File: src/rtl/tile_pkg.sv
// tile_pkg: shared constants, FSM state encoding and draw-request payload
// for the tile map scanner and tile drawer.
package tile_pkg;

  localparam int unsigned TILE_W      = 8;
  localparam int unsigned TILE_PIXELS = 64;
  localparam int unsigned TILE_SHIFT  = $clog2(TILE_PIXELS);
  localparam int unsigned COORD_SHIFT = $clog2(TILE_W);

  localparam int unsigned SCREEN_W    = 160;
  localparam int unsigned SCREEN_H    = 120;
  localparam int unsigned SCREEN_COLS = SCREEN_W / TILE_W;
  localparam int unsigned SCREEN_ROWS = SCREEN_H / TILE_W;

  localparam int unsigned MAP_ADDR_W  = 10;
  localparam int unsigned TILE_ADDR_W = 16;
  localparam int unsigned COORD_W     = 8;
  localparam int unsigned INDEX_W     = 8;
  localparam int unsigned CNT_W       = 5;

  typedef enum logic [2:0] {
    ST_IDLE      = 3'd0,
    ST_FETCH     = 3'd1,
    ST_WAIT      = 3'd2,
    ST_LATCH     = 3'd3,
    ST_ISSUE     = 3'd4,
    ST_WAIT_DONE = 3'd5,
    ST_ADVANCE   = 3'd6,
    ST_FINISH    = 3'd7
  } scan_state_e;

  typedef struct packed {
    logic [TILE_ADDR_W-1:0] tile_address;
    logic [COORD_W-1:0]     x;
    logic [COORD_W-1:0]     y;
  } draw_req_t;

endpackage

File: src/rtl/tile_map_scanner.sv
// tile_map_scanner: walks a background tile map row-major, converts each
// tile index into a ROM base address and screen x/y, and hands one tile at a
// time to the tile drawer (draw request, wait for done).
// Ports:
//   clk, reset        - clock, async active-high reset
//   start             - level, sampled in IDLE, begins one map pass
//   map_address/data  - synchronous map RAM read port (1-cycle latency)
//   tile_address,
//   x_out, y_out      - drawer payload, held from ISSUE through WAIT_DONE
//   draw              - one-cycle request to the drawer
//   drawer_done       - drawer completion pulse
//   busy              - high whenever not IDLE
//   frame_done        - one-cycle pulse after the last tile
module tile_map_scanner
  import tile_pkg::*;
#(
  parameter int unsigned         MAP_COLS   = SCREEN_COLS,
  parameter int unsigned         MAP_ROWS   = SCREEN_ROWS,
  parameter logic [15:0]         TILE_BASE  = 16'h0000,
  parameter bit                  SKIP_EN    = 1'b1,
  parameter logic [INDEX_W-1:0]  SKIP_INDEX = 8'hFF
) (
  input  logic                   clk,
  input  logic                   reset,
  input  logic                   start,
  output logic [MAP_ADDR_W-1:0]  map_address,
  input  logic [INDEX_W-1:0]     map_data,
  output logic [TILE_ADDR_W-1:0] tile_address,
  output logic [COORD_W-1:0]     x_out,
  output logic [COORD_W-1:0]     y_out,
  output logic                   draw,
  input  logic                   drawer_done,
  output logic                   busy,
  output logic                   frame_done
);

  localparam logic [CNT_W-1:0] LAST_COL = CNT_W'(MAP_COLS - 1);
  localparam logic [CNT_W-1:0] LAST_ROW = CNT_W'(MAP_ROWS - 1);

  scan_state_e           state_q, state_d;
  logic [CNT_W-1:0]      col_q, col_d;
  logic [CNT_W-1:0]      row_q, row_d;
  logic [MAP_ADDR_W-1:0] ptr_q, ptr_d;
  draw_req_t             req_q, req_d;
  logic                  draw_q, draw_d;
  logic                  busy_q, busy_d;
  logic                  frame_done_q, frame_done_d;

  logic last_col_c;
  logic last_row_c;

  assign last_col_c = (col_q == LAST_COL);
  assign last_row_c = (row_q == LAST_ROW);

  // Next-state, counter and registered-output computation
  always_comb begin
    state_d = state_q;
    col_d   = col_q;
    row_d   = row_q;
    ptr_d   = ptr_q;
    req_d   = req_q;

    unique case (state_q)
      ST_IDLE: begin
        col_d = '0;
        row_d = '0;
        ptr_d = '0;
        if (start) state_d = ST_FETCH;
      end
      ST_FETCH: state_d = ST_WAIT;
      ST_WAIT:  state_d = ST_LATCH;
      ST_LATCH: begin
        req_d.tile_address = TILE_BASE + (TILE_ADDR_W'(map_data) << TILE_SHIFT);
        req_d.x            = COORD_W'(col_q) << COORD_SHIFT;
        req_d.y            = COORD_W'(row_q) << COORD_SHIFT;
        if (SKIP_EN && (map_data == SKIP_INDEX)) state_d = ST_ADVANCE;
        else                                     state_d = ST_ISSUE;
      end
      ST_ISSUE: state_d = ST_WAIT_DONE;
      ST_WAIT_DONE: begin
        if (drawer_done) state_d = ST_ADVANCE;
      end
      ST_ADVANCE: begin
        ptr_d = ptr_q + MAP_ADDR_W'(1);
        if (last_col_c) begin
          col_d = '0;
          row_d = row_q + CNT_W'(1);
        end else begin
          col_d = col_q + CNT_W'(1);
        end
        if (last_col_c && last_row_c) state_d = ST_FINISH;
        else                          state_d = ST_FETCH;
      end
      ST_FINISH: begin
        col_d   = '0;
        row_d   = '0;
        ptr_d   = '0;
        state_d = ST_IDLE;
      end
      default: state_d = ST_IDLE;
    endcase

    // Output flags are registered copies of the state being entered
    draw_d       = (state_d == ST_ISSUE);
    busy_d       = (state_d != ST_IDLE);
    frame_done_d = (state_d == ST_FINISH);
  end

  // State, counters, pointer and output registers
  always_ff @(posedge clk or posedge reset) begin
    if (reset) begin
      state_q      <= ST_IDLE;
      col_q        <= '0;
      row_q        <= '0;
      ptr_q        <= '0;
      req_q        <= '0;
      draw_q       <= 1'b0;
      busy_q       <= 1'b0;
      frame_done_q <= 1'b0;
    end else begin
      state_q      <= state_d;
      col_q        <= col_d;
      row_q        <= row_d;
      ptr_q        <= ptr_d;
      req_q        <= req_d;
      draw_q       <= draw_d;
      busy_q       <= busy_d;
      frame_done_q <= frame_done_d;
    end
  end

  assign map_address  = ptr_q;
  assign tile_address = req_q.tile_address;
  assign x_out        = req_q.x;
  assign y_out        = req_q.y;
  assign draw         = draw_q;
  assign busy         = busy_q;
  assign frame_done   = frame_done_q;

endmodule
File: config.mk
export PLATFORM = sky130hd
export DESIGN_NAME = tile_map_scanner
export DESIGN_NICKNAME = d
export VERILOG_FILES = /design/src/rtl/tile_pkg.sv /design/src/rtl/tile_map_scanner.sv
export SDC_FILE = /design/constraint.sdc
export NUM_CORES = 1
export LEC_CHECK = 0
export ABC_AREA = 1
export BUFFER_PORTS_ARGS = -buffer_cell sky130_fd_sc_hd__buf_2
export CAP_MARGIN = 20
export CORE_ASPECT_RATIO = 2
export CORE_UTILIZATION = 56
export CTS_CLUSTER_DIAMETER = 100
export DETAILED_ROUTE_END_ITERATION = 10
export GPL_TIMING_DRIVEN = 0
export HOLD_SLACK_MARGIN = 0.02
export PLACE_DENSITY = 0.84
export SYNTH_ARGS = -nofsm -noshare
export SYNTH_HDL_FRONTEND = slang
export SYNTH_SLANG_ARGS = --single-unit
File: constraint.sdc
create_clock -name clk -period 2.6 [get_ports clk]
set_clock_uncertainty 0.1 [all_clocks]
set_input_delay 0.39 -clock clk [delete_from_list [all_inputs] [get_ports clk]]
set_output_delay 0.39 -clock clk [all_outputs]
set_load 0.005 [all_outputs]
==> results.sh, run 1 <==
export IMPL_status="completed"
export IMPL_synth_area_mm2=0.002123
export IMPL_grt_ovfl_total=0
export IMPL_required_ps=2720
export IMPL_synth_area_per_cell_um2=8.198
export IMPL_synth_compound_area_frac=0.08250
export IMPL_synth_fa_ha_area_frac=0.02357
export IMPL_clock_latency_ps=300
export IMPL_holdCritPathClass="in -> async"
export IMPL_post_cts_resized=0
export IMPL_grt_max_degree=45
export IMPL_crit_path_start_kind="flip-flop"
export IMPL_layout_common_cells="nand2_1 (70), buf_2 (46), dfrtp_1 (44), inv_1 (28), nor2_1 (27)"
export IMPL_synth_warnings=0
export IMPL_antenna_found_initial=0
export IMPL_synth_xor_area_frac=0.02062
export IMPL_grt_pass1_vias=1620
export IMPL_power_density_mw_per_mm2=813.6
export IMPL_synth_top_area_frac=0.5186
export IMPL_diodes=0
export IMPL_reg2reg_depth=8
export IMPL_ios=57
export IMPL_maxCapViolations=0
export IMPL_worst_pin_slew_ps=886.4
export IMPL_synthTopCellsByArea="dfrtp_1 (52%), nand2_1 (12%), buf_4 (5.3%), inv_1 (5.1%), nor2_1 (4.8%)"
export IMPL_place_hpwl_mm=3.137
export IMPL_synth_top_family_by_area="simple AND/OR/NAND/NOR gates"
export IMPL_cts_sinks=44
export IMPL_routed_wl_mm=4.158
export IMPL_avgRoutedWirePerCell_um=11.21
export IMPL_drt_iter0_markers=42
export IMPL_final_design_area_no_fill_mm2=0.002536
export IMPL_ys_seq_area_frac=0.5186
export IMPL_end_kind="flip-flop"
export IMPL_cts_tree="yes"
export IMPL_postRouteAntennaNets=0
export IMPL_place_port_buffers=42
export IMPL_root_buffer="clkbuf_8"
export IMPL_synth_largest_area_cell="dfrtp_1"
export IMPL_via_count=1773
export IMPL_slew_viol_final=0
export IMPL_fp_coreArea_mm2=0.003607
export IMPL_min_period_over_period=0.6727
export IMPL_dr_pass1_iters=5
export IMPL_grt_pass1_wl_mm=6.713
export IMPL_yosys_register_bits=44
export IMPL_min_period_ps=1749
export IMPL_final_common_cell="nand2_1"
export IMPL_synth_cells=259
export IMPL_place_congestion=0.8657
export IMPL_num_rows=31
export IMPL_cp_data_arrival_time_ps=1870
export IMPL_syn2layout_area_growth_pct=19.45
export IMPL_hold_viol=0
export IMPL_setup_ws_ps=851.0
export IMPL_ir_drop_mv=0.6567
export IMPL_hold_buffers=0
export IMPL_die_area_mm2=0.004057
export IMPL_finalSetupViolations=0
export IMPL_start_util=0.5886
export IMPL_cp_startpoint="col_q[0]$_DFFE_PP0P_"
export IMPL_setup_tns_ps=0
export IMPL_yosys_area_share_simple=0.2375
export IMPL_htreeDepth=2
export IMPL_crit_type="reg -> reg"
export IMPL_r2r_slack_ps=850
export IMPL_clkSlewWorstSetupHoldPaths_ps=80
export IMPL_finalPower_mw=2.063
export IMPL_power_leakage_nw=1.414
export IMPL_clock_fmax_mhz=571.8
export IMPL_drc=0
export IMPL_dpl_cell_area_mm2=0.002444
export IMPL_die_x_um=45.54
export IMPL_cts_buffers_inserted=5
export IMPL_max_slew_margin=0.4082
export IMPL_viasPerCell=4.779
export IMPL_synth_cell_types=21
export IMPL_rsz0062_at_grt="no"
export IMPL_grtUsageTotal=0.2293
export IMPL_r2r_end="row_q[3]$_DFFE_PP0P_"
export IMPL_r2r_start="col_q[0]$_DFFE_PP0P_"
export IMPL_synth_mux_area_fraction=0
export IMPL_pre_cts_ws_ps=873.0
export IMPL_path_max_fanout=5
export IMPL_drive_gt1_frac=0.2298
export IMPL_fin_nets=337
export IMPL_clock_path_buffers=2
export IMPL_die_h_um=89.08
export IMPL_post_cts_buffers=0
==> kinds of logic after synthesis <==
family | after synthesis
compound gates | 33
xor+xnor | 5
fa+ha+maj | 4
buf+inv | 49
flops | 44
other cells | 1
simple gates | 123
==> worst max-delay path, cell delays in order, from the launching register on <==
cell and delay (ps):
dfrtp_1 430, ha_1 260, nand2_1 80, nor2_1 60, nand2_1 140, inv_1 120, nor2_1 220, inv_1 120
o21ai_0 150
==> cell usage after synthesis, drive strengths merged <==
master,number
nand4,1
a21oi,9
ha,4
conb,1
o21ai,21
o31ai,2
inv,30
dfrtp,44
a31oi,1
buf,19
xor2,5
nor2,28
or2,1
nand2,71
nor3,3
nand3,19
==> layer usage <==
layer	share of wire	vias to the layer above	track usage
met5	0	-	0
met1	0.37	807	0.2298
met2	0.57	53	0.4312
met4	0.018	0	0.09917
met3	0.043	6	0.04242
li1	-	907	-
==> final cells by class <==
class | count | area [um^2]
buffer | 19 | 132.6
clock buffer | 6 | 82.58
clock inverter | 2 | 10.01
fill | 332 | 1071
inverter | 30 | 112.6
multi-input combinational | 179 | 825.8
sequential | 44 | 1101
tap | 49 | 61.31
timing repair buffer | 42 | 210.2
==> power breakdown <==
group          total (mW)  internal (mW)  switching [mW]
sequential          0.917          0.820          0.0971
combinational       0.708          0.260           0.448
clock               0.439          0.212           0.227
==> state kept, by name (all words and copies together), names as in the netlist <==
register      count
col_q             5
x_out             5
busy              1
state_q           3
draw              1
frame_done        1
row_q             5
tile_address      8
map_address      10
y_out             5
==> metrics by stage <==
stage | cells | util | hold WS [ps]
2_1_floorplan | 272 | - | 365.4
3_3_place_gp | 363 | 0.6774 | 347.5
3_5_place_dp | 363 | 0.6774 | 352.8
4_1_cts | 371 | 0.7031 | 200.1
5_1_grt | 371 | 0.7031 | 208.5
6_report | 371 | 0.7031 | 172.9
==> worst max-delay path by stage <==
stage | end | slack [ps] | cells past startpoint
final | row_q[3]$_DFFE_PP0P_ | 850 | 8
after global routing | row_q[3]$_DFFE_PP0P_ | 720 | 8
after CTS | row_q[3]$_DFFE_PP0P_ | 850 | 8
after detailed placement | row_q[3]$_DFFE_PP0P_ | 870 | 8
after global placement | map_address[8]$_DFFE_PP0P_ | 540 | 2
after floorplan | busy$_DFF_PP0_ | 1080 | 1
(Power assumes the default switching activity.)
==> inputs of run 2 (changes only) <==
Settings changed: CORE_UTILIZATION 56 to 52, PLACE_DENSITY 0.84 to 0.79.
Clock period 2.6 ns to 1.65 ns, I/O delays scaled along.
==> run 2 against run 1 <==
Compared with the run above: clock-buffer cell count is 1 higher; non-clock buffer count is 4 higher; utilization is 3.5 points lower; total power is 65% higher; combinational power is 75% higher; register-to-register slack worse by 850 ps; setup slack worse by 850 ps; die area is 7.4% higher; via count is 5.1% higher.
==> results.sh, run 2 (synthesis results as in run 1) <==
export IMPL_status="completed"
export IMPL_antenna_found_initial=0
export IMPL_cts_tree="yes"
export IMPL_cts_sinks=44
export IMPL_p_sw_frac=0.3809
export IMPL_final_design_area_no_fill_mm2=0.002594
export IMPL_fin_nets=341
export IMPL_ir_drop_mv=0.9989
export IMPL_crit_chain="nand2_1, o21ai_2, inv_1, buf_4, nand3_1, o21ai_0"
export IMPL_p_switching_mw=1.294
export IMPL_final_common_cell="nand2_1"
export IMPL_rsz0062_at_grt="yes"
export IMPL_grtUsageTotal=0.2256
export IMPL_min_period_ps=1647
export IMPL_num_rows=32
export IMPL_fp_coreArea_mm2=0.003884
export IMPL_routed_wl_mm=4.544
export IMPL_grt_pass1_vias=1729
export IMPL_dpl_cell_area_mm2=0.002446
export IMPL_layout_common_cells="nand2_1 (68), buf_2 (45), dfrtp_1 (43), inv_1 (27), nor2_1 (24)"
export IMPL_cp_data_arrival_time_ps=1730
export IMPL_drive_gt1_frac=0.2607
export IMPL_root_buffer="clkbuf_8"
export IMPL_hold_buffers=0
export IMPL_critPathSlowestCell="dfrtp_1"
export IMPL_min_period_over_period=0.9979
export IMPL_die_h_um=92.37
export IMPL_drt_iter0_markers=53
export IMPL_crit_path_start_kind="flip-flop"
export IMPL_worst_pin_slew_ps=895.5
export IMPL_htreeDepth=2
export IMPL_hold_viol=0
export IMPL_crit_type="reg -> reg"
export IMPL_finalSetupViolations=0
export IMPL_place_hpwl_mm=3.251
export IMPL_die_area_mm2=0.004358
export IMPL_path_max_fanout=10
export IMPL_place_port_buffers=42
export IMPL_holdCritPathClass="in -> async"
export IMPL_dr_pass1_iters=4
export IMPL_clock_latency_ps=300
export IMPL_slew_viol_final=0
export IMPL_postRouteAntennaNets=0
export IMPL_finalPower_mw=3.397
export IMPL_via_count=1864
export IMPL_grt_ovfl_total=0
export IMPL_p_seq_frac=0.428
export IMPL_maxCapViolations=0
export IMPL_power_density_mw_per_mm2=1310
export IMPL_pwr_share_clk=0.208
export IMPL_power_leakage_nw=1.426
export IMPL_p_comb_frac=0.364
export IMPL_layout_filler_cells=361
export IMPL_die_x_um=47.19
export IMPL_end_kind="flip-flop"
export IMPL_viasPerCell=4.944
export IMPL_grt_pass1_wl_mm=7.086
export IMPL_ios=57
export IMPL_required_ps=1730
export IMPL_drc=0
export IMPL_p_int_mw=2.104
export IMPL_max_slew_margin=0.4021
export IMPL_cts_buffers_inserted=5
export IMPL_diodes=0
export IMPL_grt_max_degree=45
export IMPL_clock_fmax_mhz=607.3
export IMPL_clkSlewWorstSetupHoldPaths_ps=80
export IMPL_clock_path_buffers=2
export IMPL_place_congestion=0.8166
export IMPL_max_stage_delay_ps=490
export IMPL_start_util=0.5467
export IMPL_avgRoutedWirePerCell_um=12.05
export IMPL_largest_reg_flops=10
export IMPL_syn2layout_area_growth_pct=22.16
run 2: changes by cell type in the layout (fill, tap and decap cells not counted), sizes merged:
cell      previous run  this run
buf                 61        64
clkbuf               6         8
clkinv               2         0
clkinvlp             0         1
run 2: critical path: cells and delay by family, from the launching register on:
kind	cells	cell delay (ps)
flops	1	490
compound gates	2	410
buf+inv	2	290
simple gates	2	230
run 2: layer usage:
metal / track usage / routed length, um / share of wire
met2: 0.4167 / 2607 / 0.57
met4: 0.1119 / 119 / 0.026
met3: 0.04873 / 176 / 0.039
met1: 0.2100 / 1640 / 0.36
met5: 0 / 0 / 0
run 2: layout make-up:
cell class	count	area, um^2	area share
sequential	44	1102	0.4250
multi-input combinational	179	845.8	0.3261
clock inverter	1	7.507	0.002894
buffer	19	135.1	0.05210
tap	51	63.81	0.02460
clock buffer	7	86.33	0.03329
timing repair buffer	46	240.2	0.09262
inverter	30	112.6	0.04342
run 2: timing repair:
action / in CTS / in global routing
endpoints found under the setup margin: 6 / 17
buffers inserted: 1 / 3
resized for setup: 5 / 6
pin swaps: 0 / 1
run 2: through the flow:
step	worst slack [ps]	cells	hold slack, ps	utilization	TNS (ps)
4_1_cts	27.15	374	59.24	0.6591	0
2_1_floorplan	165.1	272	264.1	-	0
3_5_place_dp	-157.9	365	353.6	0.6298	-383.2
6_report	3.449	377	38.92	0.6678	0
5_1_grt	-62.66	377	60.52	0.6678	-394.5
3_3_place_gp	-257.0	365	348.0	0.6298	-11230
run 2: worst paths after layout:
kind / from / endpoint / slack (ps) / cells after the start
setup / recovery: state_q[0]$_DFF_PP0_ / row_q[3]$_DFFE_PP0P_ / 3 / 6
hold / removal: reset / tile_address[13]$_DFFE_PP0P_ / 40 / 2
setup reg to reg: state_q[0]$_DFF_PP0_ / row_q[3]$_DFFE_PP0P_ / 3 / 6
hold reg to reg: tile_address[11]$_DFFE_PP0P_ / tile_address[11]$_DFFE_PP0P_ / 370 / 2
max in group asynchronous: reset / state_q[1]$_DFF_PP0_ / 800 / 2
min in group clk: map_data[5] / tile_address[11]$_DFFE_PP0P_ / 60 / 3
run 2: power by group through the flow:
stage                     Sequential [mW]  Clock (mW)  Combinational (mW)
after floorplan                      1.47           0               0.735
after global placement               1.46           0                1.09
after detailed placement             1.47           0                1.13
after CTS                            1.44       0.720                1.18
after global routing                 1.48       0.752                1.39
final                                1.45       0.707                1.24
